### config.mk
export PLATFORM = sky130hd
export DESIGN_NAME = rr_arbiter
export DESIGN_NICKNAME = d
export VERILOG_FILES = /design/src/rtl/rr_arbiter_pkg.sv /design/src/rtl/rr_pick_first.sv /design/src/rtl/rr_arbiter.sv
export SDC_FILE = /design/constraint.sdc
export NUM_CORES = 1
export LEC_CHECK = 0
export CAP_MARGIN = 25
export CORE_MARGIN = 1
export CORE_UTILIZATION = 40
export CTS_BUF_LIST = sky130_fd_sc_hd__clkbuf_4
export CTS_CLUSTER_SIZE = 30
export DETAILED_ROUTE_END_ITERATION = 7
export GPL_ROUTABILITY_DRIVEN = 0
export PLACE_DENSITY = 0.65
export SYNTH_ARGS = -nofsm -noshare
export SYNTH_HDL_FRONTEND = slang
export SYNTH_SLANG_ARGS = --single-unit
### constraint.sdc
create_clock -name clk -period 1.43 [get_ports clk]
set_input_delay 0.286 -clock clk [delete_from_list [all_inputs] [get_ports clk]]
set_output_delay 0.286 -clock clk [all_outputs]
set_load 0.01 [all_outputs]
### src/rtl/rr_arbiter_pkg.sv
// Shared types and helpers for the round-robin arbiter slice.
package rr_arbiter_pkg;

    typedef enum logic {
        IDLE  = 1'b0,
        GRANT = 1'b1
    } arb_state_e;

    function automatic int idx_w(input int n);
        return (n <= 1) ? 1 : $clog2(n);
    endfunction

    // OR-reduction encoder; exact only for a zero or one-hot input.
    function automatic logic [5:0] onehot_to_idx(input logic [63:0] oh);
        logic [5:0] idx;
        idx = '0;
        for (int i = 0; i < 64; i++) begin
            if (oh[i]) idx = idx | 6'(i);
        end
        return idx;
    endfunction

endpackage

### src/rtl/rr_pick_first.sv
// Combinational circular first-one picker: lowest set bit of req at or above
// start, wrapping past NUM_REQ-1 to 0. start must be below NUM_REQ.
module rr_pick_first
    import rr_arbiter_pkg::*;
#(
    parameter int  NUM_REQ = 4,
    localparam int IDX_W   = idx_w(NUM_REQ)
) (
    input  logic [NUM_REQ-1:0] req,
    input  logic [IDX_W-1:0]   start,
    output logic [NUM_REQ-1:0] pick,
    output logic               found
);

    localparam logic [NUM_REQ-1:0] ONE = NUM_REQ'(1);

    logic [2*NUM_REQ-1:0] dbl_req;
    logic [NUM_REQ-1:0]   rot;
    logic [NUM_REQ-1:0]   first;
    logic [2*NUM_REQ-1:0] dbl_first;

    // Rotate start down to bit 0, isolate the lowest one, then rotate back.
    always_comb begin
        dbl_req   = {req, req};
        rot       = NUM_REQ'(dbl_req >> start);
        first     = rot & (~rot + ONE);
        dbl_first = {first, first};
        pick      = NUM_REQ'((dbl_first << start) >> NUM_REQ);
        found     = |req;
    end

endmodule

### src/rtl/rr_arbiter.sv
// Round-robin arbiter with registered one-hot grant and grant/ack handshake.
// Optional macro RR_ARB_LOCK_EN adds the lock input for multi-transfer bursts.
module rr_arbiter
    import rr_arbiter_pkg::*;
#(
    parameter int  NUM_REQ = 4,
    localparam int IDX_W   = idx_w(NUM_REQ)
) (
    input  logic               clk,
    input  logic               rst_n,
    input  logic [NUM_REQ-1:0] req,
    input  logic               gnt_ack,
`ifdef RR_ARB_LOCK_EN
    input  logic [NUM_REQ-1:0] lock,
`endif
    output logic [NUM_REQ-1:0] gnt,
    output logic [IDX_W-1:0]   gnt_id,
    output logic               gnt_vld,
    output arb_state_e         dbg_state
);

    // Handshake: a grant is offered while gnt_vld=1 and is transferred on
    // every clock edge where gnt_vld=1 and gnt_ack=1; gnt/gnt_id are frozen
    // until then, and gnt_ack is ignored while gnt_vld=0.

    localparam logic [IDX_W-1:0] LAST = IDX_W'(NUM_REQ - 1);

    arb_state_e         state, state_nxt;
    logic [NUM_REQ-1:0] gnt_nxt;
    logic [IDX_W-1:0]   id_nxt;
    logic [IDX_W-1:0]   ptr, ptr_nxt;
    logic [IDX_W-1:0]   base;
    logic [IDX_W-1:0]   start;
    logic [NUM_REQ-1:0] pick;
    logic [IDX_W-1:0]   pick_id;
    logic               found;
    logic               locked;

    // In GRANT the search only matters on an ack, where ptr takes gnt_id.
    assign base    = (state == GRANT) ? gnt_id : ptr;
    assign start   = (base == LAST) ? '0 : base + IDX_W'(1);
    assign pick_id = IDX_W'(onehot_to_idx(64'(pick)));

`ifdef RR_ARB_LOCK_EN
    assign locked = lock[gnt_id] & req[gnt_id];
`else
    assign locked = 1'b0;
`endif

    rr_pick_first #(.NUM_REQ(NUM_REQ)) u_pick (
        .req   (req),
        .start (start),
        .pick  (pick),
        .found (found)
    );

    always_ff @(posedge clk or negedge rst_n) begin
        if (!rst_n) begin
            state  <= IDLE;
            gnt    <= '0;
            gnt_id <= '0;
            ptr    <= LAST;
        end else begin
            state  <= state_nxt;
            gnt    <= gnt_nxt;
            gnt_id <= id_nxt;
            ptr    <= ptr_nxt;
        end
    end

    always_comb begin
        state_nxt = state;
        gnt_nxt   = gnt;
        id_nxt    = gnt_id;
        ptr_nxt   = ptr;
        case (state)
            IDLE: begin
                if (found) begin
                    gnt_nxt   = pick;
                    id_nxt    = pick_id;
                    state_nxt = GRANT;
                end
            end
            GRANT: begin
                if (gnt_ack && !locked) begin
                    ptr_nxt = gnt_id;
                    if (found) begin
                        gnt_nxt = pick;
                        id_nxt  = pick_id;
                    end else begin
                        gnt_nxt   = '0;
                        id_nxt    = '0;
                        state_nxt = IDLE;
                    end
                end
            end
            default: begin
                gnt_nxt   = '0;
                id_nxt    = '0;
                state_nxt = IDLE;
            end
        endcase
    end

    assign gnt_vld   = |gnt;
    assign dbg_state = state;

endmodule

[Word level (Yosys, flattened, before mapping)]
Cells that the tools add are included.
Word-level totals
  logic and storage cells: 34
  input bits: 7
  register bits: 9
  output and inout bits: 8
Operators by class
  reductions and logical operators: 4
  muxes and demuxes: 16
  bitwise operators: 3
  eq/ne operators: 3
  $add $sub $neg: 2
  shift-type cells: 2
Operators with widths (count)
  $mux W2: 7
  $mux W4: 3
  $pmux W4 S2: 1
  $reduce_or A4 Y1: 2
  $shl A8 B2 Y8: 1
  $shr A8 B2 Y4: 1
  $add A4 B1 Y4 const B: 1
  $and A4 B4 Y4: 1
  $ne A2 B2 Y1 const B: 2
  $not A4 Y4: 1
  $pmux W2 S2: 1
  $reduce_and A2 Y1: 2
  $mux W1: 3
  $add A2 B1 Y2 const B: 1
  $eq A2 B2 Y1 const B: 1
  $pmux W1 S2: 1
  $not A1 Y1: 1

[Longest topological paths before layout]
Gate-level depths: netlist (run 1).
  word-level depth: 14
  mapped depth: 6
  mapped depth without buffers: 5

[By module]
From an unflattened synthesis (run 1), not the netlist that was laid out.
Second synthesis, totals
  cell total of the unflattened synthesis: 68
  area total of the unflattened synthesis: 665.6 µm²
Modules (own cells, without submodules)
  rr_arbiter: sequential area each 227.7 µm², area an instance 548.0 µm², cells an instance 49, instances 1
  rr_pick_first: sequential area each 0.0 µm², area an instance 117.6 µm², cells an instance 19, instances 1

[Least setup slack after synthesis (run 1)]
OpenSTA, ideal clock, no wires.
  path kind: register to register
  start point: register gnt_id[0]
  end point: register gnt_id[0]
  arrival: 1492 ps
  data required time: 1304 ps
  buffers on the path: 1
  period minus slack after synthesis: 1618 ps
  setup slack: -188 ps
  setup time: 126 ps
  cell stages (with the launch flop): 7
  path through: dfrtp_1 > buf_6 > xnor2_1 > mux2i_4 > mux2i_1 > a41oi_1 > a221o_1
Between the ends
  word-level cells in the longest chain between the ends: 14
  elaborated cells on any way between the ends: 16
  classes of those cells: add/sub: 2; eq/ne: 1; shift: 2; mux: 9; bitwise: 2
Ends and longest elaborated chain
  start, declared: line rr_arbiter.sv:17  | output logic [IDX_W-1:0] gnt_id,
  start signal, assigned: line rr_arbiter.sv:66  | gnt_id <= id_nxt;
  $mux W2 (*): line rr_arbiter.sv:40  | assign base = (state == GRANT) ? gnt_id : ptr;
  $add A2 B1 Y2 or $eq A2 B2 Y1 (tied branches): line rr_arbiter.sv:41  | assign start = (base == LAST) ? '0 : base + IDX_W'(1);
  $mux W2 (*): line rr_arbiter.sv:41
  $shr A8 B2 Y4: line rr_pick_first.sv:25  | rot = NUM_REQ'(dbl_req >> start);
  $not A4 Y4: line rr_pick_first.sv:26  | first = rot & (~rot + ONE);
  $add A4 B1 Y4: line rr_pick_first.sv:26
  $and A4 B4 Y4: line rr_pick_first.sv:26
  $shl A8 B2 Y8 (*): line rr_pick_first.sv:28  | pick = NUM_REQ'((dbl_first << start) >> NUM_REQ);
  $mux W1: line rr_arbiter_pkg.sv:18  | if (oh[i]) idx = idx | 6'(i);
  $mux W2: line rr_arbiter_pkg.sv:18
  $mux W2 (*): line rr_arbiter_pkg.sv:18
  $mux W2: line rr_arbiter.sv:87  | if (found) begin
  $mux W2: line rr_arbiter.sv:85  | if (gnt_ack && !locked) begin
  $pmux W2 S2 (*): line rr_arbiter.sv:76  | case (state)
Mark *: on every way between the ends. The rest lies on a longest branch, timed or not. The select of a mux whose other input is x is not followed.
A chain may end at the register's enable or synchronous reset.

[Worst setup path after layout (run 1)]
  start point: register gnt_id[1]
  end point: register gnt_id[0]
Same word-level chain as after synthesis.

==> impl_metrics.py, run 1 <==
metrics = {
    "outcome": {
        "outcome": "finished, violations left",
        "violations": "negative setup slack",
    },
    "detailed_routing": {
        "via_per_inst": 5.29,
        "drt_pass1_iterations": 4,
        "routedWlPerCell_um": 13.6,
        "drtIter0Drc": 16,
        "wirelength_mm": 1.66,
        "drc": 0,
        "ant_nets": 0,
        "vias": 645,
    },
    "flow_run": {
        "drv_cap": 0,
    },
    "cts": {
        "h-tree-depth": 1,
        "root_buffer": "clkbuf_4",
        "clk_latency_ns": 0.27,
        "clock-sinks": 9,
        "cts_buffers": 3,
        "cts_buffer_depth": 2,
        "cts_tree": "yes",
        "clkTransAtPathRegs_ns": 0.08,
    },
    "synth": {
        "synthCells": 68,
        "synth-compound-area-share": 0.202,
        "ys_seq_elements": 9,
        "synth_top_family_by_area": "simple AND/OR/NAND/NOR gates",
        "ys_types": 32,
        "netlist_area_um2": 633,
        "synth.top_cells.by_area": "dfrtp_1 (28%), dfstp_2 (8.3%), nand2_1 (7.1%)",
        "post-synth-top-count-cell": "nand2_1",
        "avgSynthCellArea_um2": 9.31,
        "synth_edf_count": 0,
        "syn-num-nets": 75,
        "ys_warn_count": 0,
        "synth-simple-area-share": 0.225,
        "synth-xor-area-share": 0.0277,
        "ys.flop_type": "dfrtp_1",
        "synth_top_area_cell": "dfrtp_1",
        "async_flop_share": 1.00,
        "yosysSeqAreaShare": 0.360,
        "synth_fa_ha_area_frac": 0,
        "synthDominantCellAreaShare": 0.277,
        "synthTopCellsByCount": "nand2_1 (12), dfrtp_1 (7)",
        "synthMuxAreaShare": 0.121,
    },
    "setup_path": {
        "worst-path-max-fanout": 3,
        "cp-end-kind": "register",
        "critPathArrivalTime_ns": 1.78,
        "cp-start-kind": "register",
        "critPathKind": "reg2reg",
        "cp.required_ns": 1.59,
    },
    "grt": {
        "antenna_found_initial": 0,
        "met3_usage": 0.0435,
        "grt_max_degree": 10,
        "grt_use_met2": 0.297,
        "busiest_layer": "met2",
        "met1_usage": 0.287,
        "grt_pass1_wl_mm": 2.63,
        "grt_pass1_vias": 585,
        "grt_use_total": 0.199,
        "overflow": 0,
    },
    "sta": {
        "rsz0062_at_grt": "true",
        "hold_viol": 0,
        "fin_crit_sh": 1.13,
        "worst_pin_slew_ns": 0.426,
        "finalSetupViolCount": 7,
        "fmax_mhz": 616,
        "fin_ws_ns": -0.193,
        "whs_ns": 0.312,
        "skew_ns": 0.0111,
        "final-max-slew-violation-count": 0,
        "min_period_ns": 1.62,
        "max-slew-margin-rel": 0.712,
    },
    "cells_and_area": {
        "area_delta_synth_final_pct": 60.7,
        "antennaDiodeCount": 0,
        "drive_above_1_share": 0.402,
        "postLayoutCoreUtil": 0.736,
        "register_area_um2": 231,
        "nets": 115,
        "multi_input_area_um2": 392,
        "fillers": 102,
        "final_cell_count_no_fill": 122,
    },
    "floorplan": {
        "fp.coreArea_um2": 1380,
        "initial_core_util": 0.458,
        "rows": 13,
        "ioPinCount": 15,
        "die_x_um": 41.8,
        "die_h_um": 41.8,
        "die-area_um2": 1750,
    },
    "power_and_ir_drop": {
        "peakVddDrop_mv": 0.952,
        "fin_total_pwr_mw": 1.44,
        "p_leak_nw": 0.498,
        "p_per_area_nw_per_um2": 1420,
    },
    "placement": {
        "port-buffer-count": 14,
        "hpwl_mm": 1.19,
        "placedCellCount": 113,
    },
    "hold_path": {
        "min_path_type": "in2async",
    },
}
[report_power, final]
group          total, mW  switching [mW]  internal, mW
clock network      0.205           0.102         0.103
logic              0.847           0.355         0.493
registers          0.388          0.0518         0.336
[layout by cell type, fill, tap and decap left out, types with 3 or more instances in the layout]
cell and count:
mux2_2 3, clkdlybuf4s50_1 6, inv_1 3, a21o_1 3, dlygate4sd2_1 5, buf_4 23
dfrtp_2 3, nand3_1 3, a21oi_1 3, nand2_1 11, clkbuf_4 3, dfrtp_1 4
[layer usage]
| metal | part of all wire | vias up |
|---|---|---|
| li1 | - | 329 |
| met1 | 0.49 | 300 |
| met2 | 0.45 | 14 |
| met3 | 0.041 | 2 |
| met4 | 0.0090 | 0 |
| met5 | 0 | - |
[final cells by class]
cell class                 instances  area share
tap                               15      0.0185
inverter                           3      0.0111
timing repair buffer              39       0.331
clock inverter                     1     0.00492
multi-input combinational         52       0.385
sequential                         9       0.228
clock buffer                       3      0.0221
[path summary, 6_finish.rpt]
path,end,startpoint,cells past startpoint,slack (ns)
worst max register to register,gnt_id[0],gnt_id[1],6,-0.19
worst min-delay path,gnt_id[1],rst_n,1,0.31
worst min register to register,gnt[3],gnt[3],3,0.57
max in group asynchronous,ptr[0],rst_n,1,0.80
min in group clk,gnt[3],gnt[3],3,0.57
worst max-delay path,gnt_id[0],gnt_id[1],6,-0.19
[registers in the layout (all words and copies together), names as in the netlist]
signal and cells:
gnt_id 2, ptr 2, dbg_state 1, gnt 4
[worst max-delay path: stages (launching register included)]
cell	delay, ns
dfrtp_2	0.44
buf_12	0.14
xnor2_4	0.13
mux2i_4	0.17
mux2i_1	0.24
a41oi_1	0.12
a221o_1	0.27
[metrics by stage]
step	cell area, um^2	TNS, ns	setup WS, ns
after global routing	1020	-1.45	-0.262
after global placement	933	-1.50	-0.227
after CTS	1010	-1.02	-0.189
after detailed placement	933	-1.97	-0.296
after floorplan	654	-0.175	-0.175
final	1020	-1.01	-0.193
[kinds of logic (layout without fill, tap and decap cells)]
logic type	count (synthesis)	count (layout)
and+or+nand+nor	27	27
AOI/OAI and AO/OA	17	17
DFF	9	9
buffers and inverters	7	46
muxes	6	6
xor gates and xnor gates	2	2
[repair_timing]
action                     4_1_cts  5_1_grt
setup endpoints to repair       14        9
hold endpoints to repair         0        0
buffers inserted                 4        1
resized for setup               13        5
pin swaps                        1        1
hold buffers                     0        0
cloned                           0        0
No activity file was read; power rests on OpenSTA's default activity.
==> run 2: changes to the inputs <==
- CORE_MARGIN: 1 -> 3
==> impl_metrics.py, run 2 (synthesis results as in run 1) <==
metrics = {
    "outcome": {
        "outcome": "finished, violations left",
        "violations": "negative setup slack",
    },
    "cts": {
        "cts_tree": "yes",
        "cts_buffer_depth": 2,
        "clk_latency_ns": 0.26,
        "h-tree-depth": 1,
        "clkTransAtPathRegs_ns": 0.06,
        "root_buffer": "clkbuf_4",
        "cts_buffers": 3,
        "clock-sinks": 9,
    },
    "power_and_ir_drop": {
        "p_per_area_nw_per_um2": 1400,
        "comb_power_share": 0.572,
        "clkPwrFrac": 0.151,
        "seqPwrFrac": 0.277,
        "switching_power_mw": 0.513,
        "internal_power_mw": 0.934,
        "p_leak_nw": 0.505,
        "swShare": 0.354,
        "peakVddDrop_mv": 0.830,
    },
    "cells_and_area": {
        "antennaDiodeCount": 0,
        "mostFrequentLayoutCells": "buf_4 (22), nand2_1 (11), clkdlybuf4s50_1 (6)",
        "fillers": 108,
        "register_area_um2": 231,
        "reg_top3": "gnt (4), gnt_id (2), ptr (2)",
        "final_common_cell": "buf_4",
        "final_cell_count_no_fill": 122,
        "drive_above_1_share": 0.430,
        "multi_input_area_um2": 408,
        "postLayoutCoreUtil": 0.741,
        "area_delta_synth_final_pct": 63.6,
        "largest_register": "gnt",
        "largest_register_ffs": 4,
        "nets": 115,
    },
    "setup_path": {
        "reg2reg_depth": 6,
        "critPathKind": "reg2reg",
        "cp-end-kind": "register",
        "cp-start-kind": "register",
        "worst-path-max-fanout": 4,
        "critPathArrivalTime_ns": 1.78,
        "r2r-start": "gnt_id[1]",
        "cp.required_ns": 1.57,
        "cp-startpoint": "gnt_id[1]",
    },
    "detailed_routing": {
        "drc": 0,
        "vias": 698,
        "via_per_inst": 5.72,
        "drt_pass1_iterations": 4,
        "ant_nets": 0,
        "routedWlPerCell_um": 15.1,
        "drtIter0Drc": 15,
        "wirelength_mm": 1.85,
    },
    "flow_run": {
        "drv_cap": 0,
    },
    "floorplan": {
        "rows": 13,
        "die_h_um": 45.8,
        "die_x_um": 45.8,
        "fp.coreArea_um2": 1400,
        "initial_core_util": 0.453,
        "die-area_um2": 2100,
        "ioPinCount": 15,
    },
    "sta": {
        "fin_crit_sh": 1.15,
        "worst_pin_slew_ns": 0.457,
        "rsz0062_at_grt": "true",
        "final-max-slew-violation-count": 0,
        "max-slew-margin-rel": 0.694,
        "fin_ws_ns": -0.212,
        "finalSetupViolCount": 7,
        "fmax_mhz": 609,
        "skew_ns": 0.00261,
        "hold_viol": 0,
        "min_period_ns": 1.64,
    },
    "placement": {
        "placedCellCount": 113,
        "hpwl_mm": 1.32,
        "port-buffer-count": 14,
    },
    "grt": {
        "antenna_found_initial": 0,
        "grt_pass1_wl_mm": 2.70,
        "grt_max_degree": 10,
        "grt_use_total": 0.181,
        "grt_pass1_vias": 640,
        "overflow": 0,
    },
    "hold_path": {
        "min_path_type": "in2async",
    },
}
[run 2: worst paths after layout]
| path | to | slack, ns |
|---|---|---|
| setup / recovery | gnt_id[0] | -0.21 |
| hold / removal | dbg_state | 0.33 |
| setup reg to reg | gnt_id[0] | -0.21 |
| hold reg to reg | gnt[1] | 0.57 |
| max in group asynchronous | ptr[0] | 0.77 |
| min in group clk | gnt[1] | 0.57 |
[run 2: final cells by class]
cell class / count / share of cell area
multi-input cells: 52 / 0.394
repair buffers: 39 / 0.325
flip-flops and latches: 9 / 0.223
clock buffers: 4 / 0.0290
well taps: 15 / 0.0181
inverters: 3 / 0.0109
[run 2: power groups by stage]
stage / Combinational [mW] / Clock [mW] / Sequential, mW
after floorplan: 0.374 / 0 / 0.432
after global placement: 0.753 / 0 / 0.407
after detailed placement: 0.765 / 0 / 0.409
after CTS: 0.783 / 0.220 / 0.394
after global routing: 0.889 / 0.239 / 0.409
final: 0.828 / 0.218 / 0.401
[run 2: critical path: stages, from the launching register on]
cell	delay, ns
dfrtp_2	0.43
buf_12	0.14
xnor2_4	0.12
mux2i_4	0.17
mux2i_2	0.26
a41oi_1	0.12
a221o_1	0.29
[run 2: timing repair]
item,in CTS,in global routing
pin swaps,2,2
hold buffers,0,0
cloned,0,0
resized for setup,13,10
setup buffers,3,2
setup endpoints to repair,14,8
hold endpoints to repair,0,0
[run 2: per-layer routing]
layer / up-vias / global-route usage / share of wire
met3: 0 / 0.0672 / 0.065
met1: 336 / 0.214 / 0.41
met2: 28 / 0.315 / 0.53
met4: 0 / 0.0341 / 0
met5: - / 0 / 0
li1: 334 / - / -
[run 2: metrics by stage]
step	total power [mW]	setup WS (ns)	TNS [ns]	instance area (um^2)	hold WS [ns]
floorplan	0.806	-0.175	-0.175	654	-0.00959
finish	1.45	-0.212	-0.754	1040	0.333
global placement	1.16	-0.219	-1.40	933	0.546
global route	1.54	-0.273	-1.22	1040	0.331
CTS	1.40	-0.175	-0.828	987	0.326
detailed placement	1.17	-0.273	-1.80	933	0.552
